## src/rtl/i2s_dac_tx.sv

```systemverilog
// i2s_dac_tx: I2S master transmitter for the WM8731 DAC.
// It runs in the codec master-clock domain and sends one stereo pair per
// 64-BCLK frame. Each channel slot is 32 BCLKs wide and carries the sample
// MSB first, starting one BCLK after the LRC change.
// Ports:
//   clk, rst_n          master clock; synchronous active-low reset
//   sample_l/sample_r   two's-complement PCM pair (WIDTH bits)
//   valid/ready         pair handshake; a pair is accepted on valid && ready
//   bclk/daclrc/dacdat  I2S bit clock, word select (1 = right), serial data
//   underrun            one-cycle pulse when a frame starts with no new pair
module i2s_dac_tx #(
  parameter int unsigned WIDTH = 24,
  parameter int unsigned DIV   = 6
) (
  input  logic             clk,
  input  logic             rst_n,
  input  logic [WIDTH-1:0] sample_l,
  input  logic [WIDTH-1:0] sample_r,
  input  logic             valid,
  output logic             ready,
  output logic             bclk,
  output logic             daclrc,
  output logic             dacdat,
  output logic             underrun
);

  localparam int unsigned DIV_W = (DIV > 2) ? $clog2(DIV) : 1;
  localparam int unsigned IDX_W = $clog2(WIDTH);
  localparam logic [DIV_W-1:0] DIV_LAST = DIV_W'(DIV - 1);
  localparam logic [DIV_W-1:0] DIV_HALF = DIV_W'(DIV / 2);

  logic [DIV_W-1:0] div_cnt_q, div_cnt_d;
  logic [5:0]       bit_cnt_q, bit_cnt_d;
  logic             bclk_q, bclk_d;
  logic             daclrc_q, daclrc_d;
  logic             dacdat_q, dacdat_d;
  logic             underrun_q, underrun_d;
  logic             ready_q, ready_d;
  logic             full_q, full_d;
  logic [WIDTH-1:0] hold_l_q, hold_l_d, hold_r_q, hold_r_d;
  logic [WIDTH-1:0] cur_l_q, cur_l_d, cur_r_q, cur_r_d;

  logic             wrap;
  logic             frame_start;
  logic             accept;
  logic [4:0]       slot;
  logic [WIDTH-1:0] chan;
  logic [IDX_W-1:0] idx;

  // Next-state logic for timing, handshake and serializer.
  always_comb begin
    div_cnt_d  = div_cnt_q;
    bit_cnt_d  = bit_cnt_q;
    daclrc_d   = daclrc_q;
    dacdat_d   = dacdat_q;
    underrun_d = 1'b0;
    full_d     = full_q;
    hold_l_d   = hold_l_q;
    hold_r_d   = hold_r_q;
    cur_l_d    = cur_l_q;
    cur_r_d    = cur_r_q;
    slot       = 5'd0;
    chan       = '0;
    idx        = '0;

    wrap        = (div_cnt_q == DIV_LAST);
    frame_start = wrap && (bit_cnt_q == 6'd63);
    // ready_q mirrors ~full_q outside reset, so this is the accept condition.
    accept      = valid && ready_q;

    div_cnt_d = wrap ? '0 : div_cnt_q + DIV_W'(1);
    if (wrap) begin
      bit_cnt_d = bit_cnt_q + 6'd1;
    end
    bclk_d = (div_cnt_d >= DIV_HALF);

    // Frame boundary: promote the held pair, or repeat the last one.
    if (frame_start) begin
      if (full_q) begin
        cur_l_d = hold_l_q;
        cur_r_d = hold_r_q;
        full_d  = 1'b0;
      end else begin
        underrun_d = 1'b1;
      end
    end

    // ready is low while full, so this never collides with the load above.
    if (accept) begin
      hold_l_d = sample_l;
      hold_r_d = sample_r;
      full_d   = 1'b1;
    end

    ready_d = ~full_d;

    // Serial outputs change on BCLK falling edges; slot 0 is the I2S delay bit.
    if (wrap) begin
      daclrc_d = bit_cnt_d[5];
      slot     = bit_cnt_d[4:0];
      chan     = bit_cnt_d[5] ? cur_r_q : cur_l_q;
      idx      = IDX_W'(WIDTH - 32'(slot));
      if ((slot != 5'd0) && (32'(slot) <= WIDTH)) begin
        dacdat_d = chan[idx];
      end else begin
        dacdat_d = 1'b0;
      end
    end
  end

  // State registers with synchronous reset.
  always_ff @(posedge clk) begin
    if (!rst_n) begin
      div_cnt_q  <= '0;
      bit_cnt_q  <= 6'd0;
      bclk_q     <= 1'b0;
      daclrc_q   <= 1'b0;
      dacdat_q   <= 1'b0;
      underrun_q <= 1'b0;
      ready_q    <= 1'b0;
      full_q     <= 1'b0;
      hold_l_q   <= '0;
      hold_r_q   <= '0;
      cur_l_q    <= '0;
      cur_r_q    <= '0;
    end else begin
      div_cnt_q  <= div_cnt_d;
      bit_cnt_q  <= bit_cnt_d;
      bclk_q     <= bclk_d;
      daclrc_q   <= daclrc_d;
      dacdat_q   <= dacdat_d;
      underrun_q <= underrun_d;
      ready_q    <= ready_d;
      full_q     <= full_d;
      hold_l_q   <= hold_l_d;
      hold_r_q   <= hold_r_d;
      cur_l_q    <= cur_l_d;
      cur_r_q    <= cur_r_d;
    end
  end

  assign ready    = ready_q;
  assign bclk     = bclk_q;
  assign daclrc   = daclrc_q;
  assign dacdat   = dacdat_q;
  assign underrun = underrun_q;

endmodule

```

## config.mk

```make
export PLATFORM = sky130hd
export DESIGN_NAME = i2s_dac_tx
export DESIGN_NICKNAME = d
export VERILOG_FILES = /design/src/rtl/i2s_dac_tx.sv
export SDC_FILE = /design/constraint.sdc
export NUM_CORES = 1
export LEC_CHECK = 0
export ABC_AREA = 1
export CAP_MARGIN = 20
export CORE_MARGIN = 2
export CORE_UTILIZATION = 30
export CTS_BUF_LIST = sky130_fd_sc_hd__clkbuf_8 sky130_fd_sc_hd__clkbuf_16
export DETAILED_ROUTE_END_ITERATION = 8
export HOLD_SLACK_MARGIN = 0.03
export PLACE_DENSITY = 0.55
export SLEW_MARGIN = 20
export SYNTH_ARGS = -nofsm -noshare
export SYNTH_HDL_FRONTEND = slang
export SYNTH_SLANG_ARGS = --single-unit
export TNS_END_PERCENT = 10
```

## constraint.sdc

```tcl
create_clock -name clk -period 5.6 [get_ports clk]
set_input_delay 0.84 -clock clk [delete_from_list [all_inputs] [get_ports clk]]
set_output_delay 0.84 -clock clk [all_outputs]
set_load 0.1 [all_outputs]
```

* Word level (Yosys, flattened, before mapping)
Index checks and enable logic that the tools add are counted.
W data, S select, Z words.
** Word-level totals
- Input bits :: 51
- Bits in registers :: 111
- Logic and storage cells :: 36
- Output and inout bits :: 5
** Operators by class
- Reduce and logical (&&, ||, !) cells :: 6
- Mux-type cells :: 9
- Eq/ne operators :: 2
- Magnitude comparators :: 3
- Add/sub/neg operators :: 3
- Bitwise logic cells :: 1
** Operators with widths (number)
- $mux W24 :: 1
- $add A6 B1 Y6 const B :: 1
- $eq A6 B6 Y1 const B :: 1
- $lt A5 B6 Y1 const B :: 1
- $mux W6 :: 1
- $bmux W1 S5 :: 1
- $le A5 B5 Y1 const B :: 1
- $mux W1 :: 5
- $reduce_bool A5 Y1 :: 1
- $sub A5 B5 Y5 const A :: 1
- $reduce_and A2 Y1 :: 2
- $add A3 B1 Y3 const B :: 1
- $eq A3 B3 Y1 const B :: 1
- $ge A3 B2 Y1 const B :: 1
- $logic_and A1 B1 Y1 :: 3
- $mux W3 :: 1
- $not A1 Y1 :: 1

* Longest topological paths before layout
Gate-level depths: netlist (run 1).
- Depth in word-level cells :: 6
- Gate-level depth with buffers :: 15
- Depth with buffers taken out :: 15

* Worst setup path after synthesis (run 1)
Ideal clock, no wire load.
- Kind :: reg2reg
- Start point :: register div_cnt_q[0]
- End point :: register dacdat_q (netlist: dacdat)
- Arrival :: 2.114 ns
- Setup slack :: 3.416 ns
- Library setup time :: 0.070 ns
- Required time :: 5.530 ns
- Cell stages (with the launch flop) :: 12
- Path buffers :: 1
- Clock period less this slack :: 2.184 ns
- Cell sequence :: dfxtp_1 -> nand3_4 -> xor2_2 -> clkbuf_1 -> ha_1 -> inv_1 -> nand3_1 -> nand3_1 -> nand3_1 -> a21oi_1 -> nand2_1 -> a21oi_1
** Between the ends
- Longest elaborated chain between the ends :: 6
- Elaborated cells on any way between the ends :: 10
- Classes of those cells :: 1 x add/sub; 1 x order compare; 1 x eq/ne; 5 x mux; 2 x reduce/logical
** Ends and longest elaborated chain
- start: declaration :: RTL line 32 : logic [DIV_W-1:0] div_cnt_q, div_cnt_d;
- start signal: assignment :: RTL line 127 : div_cnt_q <= div_cnt_d;
- $eq A3 B3 Y1 (*) :: RTL line 66 : wrap = (div_cnt_q == DIV_LAST);
- $mux W6 :: RTL line 72 : if (wrap) begin
- $sub A5 B5 Y5 or $mux W24 (tied branches) :: RTL line 102, 101
- $bmux W1 S5 :: RTL line 104 : dacdat_d = chan[idx];
- $mux W1 (not written as such) :: RTL line 104
- $mux W1 :: RTL line 103 : if ((slot != 5'd0) && (32'(slot) <= WIDTH)) begin
- end signal: assignment :: RTL line 131 : dacdat_q <= dacdat_d;
- end: declaration :: RTL line 36 : logic dacdat_q, dacdat_d;
Every way passes the cells marked *; elsewhere a longest branch is shown, timed or not. The select of a mux whose other input is x is not followed.
A chain may end at the register's enable or synchronous reset.

* Worst setup path after layout (run 1)
- Start point :: register dacdat_q (netlist: dacdat)
- End point :: output port dacdat
** RTL lines
- end: declaration :: RTL line 23 : output logic dacdat,
No word-level cell between the ends.

==> impl_results.md, run 1 <==
* Mapped Nets at around 660
* Drt drc at 0
* Via count at 3,884
* Std-Cell Rows at between 40 and 50
* Final setup vio count at 0
* R2R Path Start: div_cnt_q[0]
* N_diodes at 0
* Post-CTS setup buffers at 0
* Critical path class: reg2out
* Routed WL per cell at 12.5 um
* Worst path bufs/invs at 1
* P&R area growth vs syn at 21.6%
* Syn Area/Cell at 7.40 sq um
* Post-DP HPWL at 7330 um
* Synthesized flop and latch total at 111
* Largest stage delay, worst path at 1.16 ns
* Leading cell types in the layout, fill and taps excluded: dfxtp_1 (111), nor2_1 (110), o21ai_0 (98), nand3_1 (68), inv_1 (66)
* Arrival @ worst endpoint at 1.87 ns
* Seq/Total Area, Yosys at 49.2%
* Root buf cell: clkbuf_16
* Die Y at 127 um
* Post-Synthesis Cell Area at 4520 sq um
* CTS tree: done
* Fin crit share at between 40% and 50%
* Fill count at 1,588
* Final Hold Violating Endpoints at 0
* Placed cell count at between 800 and 900
* CTS H-tree depth at 3
* Cell Pwr Density at 305 nW/um^2
* VDD IR max at 0.130 mV
* Non-filler cells, final at 829
* Total wire length at about 10,000 um
* Worst Path Max Fanout at 2
* Post_cts resized at 0
* Max_cap viols at 0
* Clk pwr share at approximately two fifths
* Yosys warning count at 0
* Unrepaired setup endpoints after global routing: no
* Hold Crit Class: reg2reg
* Most common cell after layout, fill and taps aside: dfxtp_1
* Logic pwr share at 8.7%
* Seq pwr share at 49.8%
* Leak Pwr at 2.02 nW
* Critical path's top delay family: buffers and inverters
* Yosys cell types at 27
* Min cycle time layout at 2.71 ns
* Slew Viols, Final at 0
* Vias in the first global route at 3,822
* Switch Pwr at 0.374 mW
* Starting Density at 30.8%
* Hold_sp: cur_r_q[21]
* Post-route setup TNS at 0 ns
* Layout cells sized above 1 at 4.81%
* Total grt overflow at 0
* DRT iter0 DRCs at between 200 and 300
* Number of port buffers at 55
* First-pass GRT wire length at 17,600 um
* Fin worst setup slack at 2.89 ns
* Die ar. at 16,000 sq um
* Origin of the worst setup path: dacdat
* Clock Tree Buf Depth at 2
* Pre-CTS WS at 3.06 ns
* Net Sw Frac at 22.3%
* Internal power component at approximately 1.3 mW
* Rel. slew slack at 34.0%
* Mapped Cells at 610
* Num Clock Sinks at 111
* Largest net degree at the start of global routing at 65
* Ports at 56
* RD Place Congestion at 0.984
* CP startpoint kind: register
* Cts hold-fix bufs at 0
* Tot GR Track Use at 13.3%
* Critical Path, Cell by Cell: clkdlybuf4s50_1
* Vias/cell at 4.69
* Status: finished clean
* Clock slew at reported path FFs at 0.07 ns
* Num CTS Buffers at 9
* Crit. End Element: primary output
* Antenna Nets Post-Route at 0
* Pre-Repair DR Iteration Count at 4
* Initial antenna violation count at 0
* Die Wd at 127 um
* Core area at 14,600 sq um
* Nets at 693
* Pwr Total at 1.67 mW
* Clock latency on the worst-skew pair at 0.35 ns
* Critical Path RT at ~4.8 ns
* Clk_skew at just under 0.008 ns
* Max Freq at 369 MHz
* Slew at the pin with the worst max-slew slack at a little under 1 ns
* CP max-delay cell: clkdlybuf4s50_1
## final cells by class
class | count | area, sq um | area share, %
clock buffer | 11 | 253 | 4.60
tap | 184 | 230 | 4.19
inverter | 66 | 248 | 4.51
timing repair buffer | 59 | 576 | 10.5
multi-input combinational | 393 | 1880 | 34.3
sequential | 111 | 2220 | 40.5
clock inverter | 5 | 81.3 | 1.48
## power groups by stage
stage                     clock [mW]  sequential [mW]  combinational [mW]
final                          0.696            0.834               0.146
after global routing           0.745            0.837               0.167
after CTS                      0.713            0.834               0.148
after detailed placement           0            0.852               0.147
after global placement             0            0.851               0.144
after floorplan                    0            0.856              0.0840
## per-layer routing
| layer | GRT usage [%] | vias to the layer above | share of wire [%] |
|---|---|---|---|
| li1 | - | 2030 | - |
| met1 | 17.2 | 1748 | 49 |
| met2 | 21.5 | 85 | 45 |
| met3 | 2.49 | 21 | 3.9 |
| met4 | 6.08 | 0 | 2.6 |
| met5 | 0 | - | 0 |
## through the flow
step,util (%),instance area (sq um),hold WS [ns]
floorplan,-,4520,0.422
global placement,35.2,5160,0.440
detailed placement,35.2,5160,0.443
CTS,37.5,5490,0.453
global route,37.5,5490,0.475
finish,37.5,5490,0.449
## flip-flops by register name, indices dropped and copies added, names as in the netlist
signal     count
bit_cnt_q      6
full_q         1
ready          1
hold_r_q      24
daclrc         1
cur_l_q       24
underrun       1
div_cnt_q      3
dacdat         1
hold_l_q      24
cur_r_q       24
bclk           1
## path summary, 6_finish.rpt
path | to | slack [ns] | cells past startpoint
worst max register to register | dacdat | 3.13 | 10
worst min register to register | cur_r_q[21] | 0.45 | 2
worst min-delay path | cur_r_q[21] | 0.45 | 2
worst max-delay path | dacdat | 2.89 | 1
## synthesized netlist by cell type (all sizes together)
cell type	count	share of area [%]
clkbuf	33	2.7
o21ai	98	11
inv	66	5.5
nor3	1	0.11
mux2i	1	0.22
nand3	71	8.3
o21a	1	0.17
nand2	45	4.2
nor2	111	9.4
nand4	1	0.14
xor2	5	1.1
a211oi	1	0.17
dfxtp	111	49
nor3b	1	0.17
or2	1	0.14
ha	2	0.55
buf	7	1.0
a21oi	54	6.0
## cell families (layout without fill, tap and decap cells)
group | after synthesis | after routing | share of synthesized area, %
AO/OA/AOI/OAI | 154 | 154 | 17.2
XOR/XNOR | 5 | 5 | 1.14
adder cells (fa/ha/maj) | 2 | 2 | 0.554
buffers and inverters | 106 | 141 | 9.25
flip-flops | 111 | 111 | 49.2
multiplexers | 1 | 1 | 0.222
AND/OR/NAND/NOR | 231 | 231 | 22.4
Power figures use the tool's default switching activity.
==> run 2, diff against run 1 <==
- clock period: 5.6 -> 2.85 ns (I/O delays scaled with it)
==> run 2 against run 1 <==
Compared with the run above:
- core utilization decreased by 0.19 points
- via count decreased by 1.3%
- setup slack got worse by 2.3 ns
- non-clock buffer count increased by 4
- critical path type is now reg2reg
==> impl_results.md, run 2 (synthesized netlist as in run 1, its figures left out) <==
* P&R area growth vs syn at 21.0%
* Final Util at 37.3% (-0.19 points)
* VDD IR max at 0.263 mV (+100%)
* Layout cells sized above 1 at 6.16% (+1.4 points)
* Leading cell types in the layout, fill and taps excluded: dfxtp_1 (111), nor2_1 (110), o21ai_0 (98), nand3_1 (68), inv_1 (66)
* Leak Pwr at 2.03 nW (+0.45%)
* Crit. End Element: register
* Slew at the pin with the worst max-slew slack at 0.710 ns (-0.277 ns)
* Total grt overflow at 0 (unchanged)
* Worst path bufs/invs at 1 (unchanged)
* Largest stage delay, worst path at 0.47 ns (-0.69 ns)
* Via count at 3,832 (-1.3%)
* Critical path's top delay family: simple AND/OR/NAND/NOR gates
* Root buf cell: clkbuf_16
* Critical Path RT at 3.07 ns (-1.69 ns)
* Clk_skew at 0.00831 ns (+0.000603 ns)
* Largest net degree at the start of global routing at 67 (+3.1%)
* Post-route design area at 5460 sq um (-0.50%)
* Drt drc at 0 (unchanged)
* Slew Viols, Final at 0 (unchanged)
* Max Freq at 443 MHz
* Critical path class: reg2reg
* Status: finished clean
* Final setup vio count at 0 (unchanged)
* Vias in the first global route at 3,773 (-1.3%)
* Core area at 14,600 sq um (unchanged)
* Max_cap viols at 0 (unchanged)
* First-pass GRT wire length at 18,300 um (+4.0%)
* Tot GR Track Use at 14.2% (+0.98 points)
* Fin crit share at 79.2%
* Routed WL per cell at 12.9 um (+3.0%)
* Most Frequent Cell on Critical Path: nand3_1
* CP startpoint kind: register
* Critical Path, Cell by Cell: nand3_4 > nor2_4 > nand3_2 > nand2_4 > inv_1 > nand2_1 > nand3_1 > nand3_1 > nand3_1 > nand3_1 > nand3_1 > nand2_1 > a21oi_1
* Fill count at 1,598 (+0.63%)
* Rel. slew slack at 52.6% (+19 points)
* Min cycle time layout at 2.26 ns
* Nets at 697 (+0.58%)
* Post-DP HPWL at 7830 um (+6.8%)
* Initial antenna violation count at 0 (unchanged)
* Die Y at 127 um (unchanged)
* CTS H-tree depth at 3 (unchanged)
* Pre-Repair DR Iteration Count at 5 (+1)
* DRT iter0 DRCs at 176 (-32%)
* Post-CTS setup buffers at 0 (unchanged)
* Num Clock Sinks at 111 (unchanged)
* Total wire length at 10,700 um (+3.5%)
* Worst Path Max Fanout at 27 (+25)
* Unrepaired setup endpoints after global routing: no
* N_diodes at 0 (unchanged)
* Starting Density at 30.8% (unchanged)
* CP max-delay cell: dfxtp_1
* Clock Tree Buf Depth at 2 (unchanged)
* Antenna Nets Post-Route at 0 (unchanged)
* Arrival @ worst endpoint at 2.48 ns (+0.61 ns)
* Num CTS Buffers at 9 (unchanged)
* CTS tree: done
* Cell Pwr Density at 568 nW/um^2 (+86%)
* Std-Cell Rows at 44 (unchanged)
* Clock latency on the worst-skew pair at 0.35 ns (about the same)
* RD Place Congestion at 0.807 (-18%)
* Most common cell after layout, fill and taps aside: dfxtp_1
* Cts hold-fix bufs at 0 (unchanged)
* Clock slew at reported path FFs at 0.07 ns (about the same)
* Area after DPL at 5190 sq um (+0.58%)
* Number of port buffers at 55 (unchanged)
* Die ar. at 16,000 sq um (unchanged)
* Ports at 56 (unchanged)
* Post-route setup TNS at 0 ns (unchanged)
* Post_cts resized at 0 (unchanged)
* Final Hold Violating Endpoints at 0 (unchanged)
* Die Wd at 127 um (unchanged)
* Fin Hold WS at 0.447 ns (-0.00201 ns)
* Vias/cell at 4.60 (-1.8%)
* Hold Crit Class: reg2reg
-- run 2: changes by cell type in the layout (fill, tap and decap cells not counted) --
| cell | change |
|---|---|
| clkinv_4 | -2 |
| buf_12 | +1 |
| bufinv_16 | -2 |
| buf_4 | +8 |
| clkinv_2 | +4 |
| clkdlybuf4s50_1 | -5 |
-- run 2: area by class of cell --
type	count	area (sq um)	area share, %
multi-input cells	393	1880	34.4
clock buffers	11	253	4.63
repair buffers	63	606	11.1
flip-flops and latches	111	2220	40.7
well taps	184	230	4.21
inverters	66	248	4.54
clock inverters	5	23.8	0.435
-- run 2: path summary, 6_finish.rpt --
path / end / depth (start not counted) / slack [ns] / startpoint
worst min register to register: cur_r_q[8] / 2 / 0.45 / cur_r_q[8]
worst min-delay path: cur_r_q[8] / 2 / 0.45 / cur_r_q[8]
worst max register to register: dacdat / 13 / 0.59 / div_cnt_q[0]
worst max-delay path: dacdat / 13 / 0.59 / div_cnt_q[0]
-- run 2: through the flow --
| step | total power [mW] | setup slack (ns) | cells |
|---|---|---|---|
| 2_1_floorplan | 1.85 | 0.666 | 610 |
| 3_3_place_gp | 1.96 | 0.684 | 817 |
| 3_5_place_dp | 1.97 | 0.617 | 817 |
| 4_1_cts | 3.15 | 0.599 | 833 |
| 5_1_grt | 3.26 | 0.367 | 833 |
| 6_report | 3.10 | 0.592 | 833 |
-- run 2: power by group --
| part | internal [mW] | leakage (nW) | switching [mW] |
|---|---|---|---|
| Sequential | 1.61 | 0.903 | 0.0298 |
| Clock | 0.632 | 0.146 | 0.541 |
| Combinational | 0.134 | 0.981 | 0.158 |
| Total | 2.37 | 2.03 | 0.729 |
-- run 2: tightest hold or removal path, stage by stage, from the launching register on --
cell,delay [ns]
dfxtp_1,0.31
inv_1,0.05
a21oi_1,0.05
-- run 2: metal layers --
layer  vias to the layer above  track usage, %  part of all wire (%)
met4                         0            5.69                   2.0
met3                        14            2.57                   2.9
li1                       2043               -                     -
met5                         -               0                     0
met1                      1726            19.4                    51
met2                        49            22.4                    44
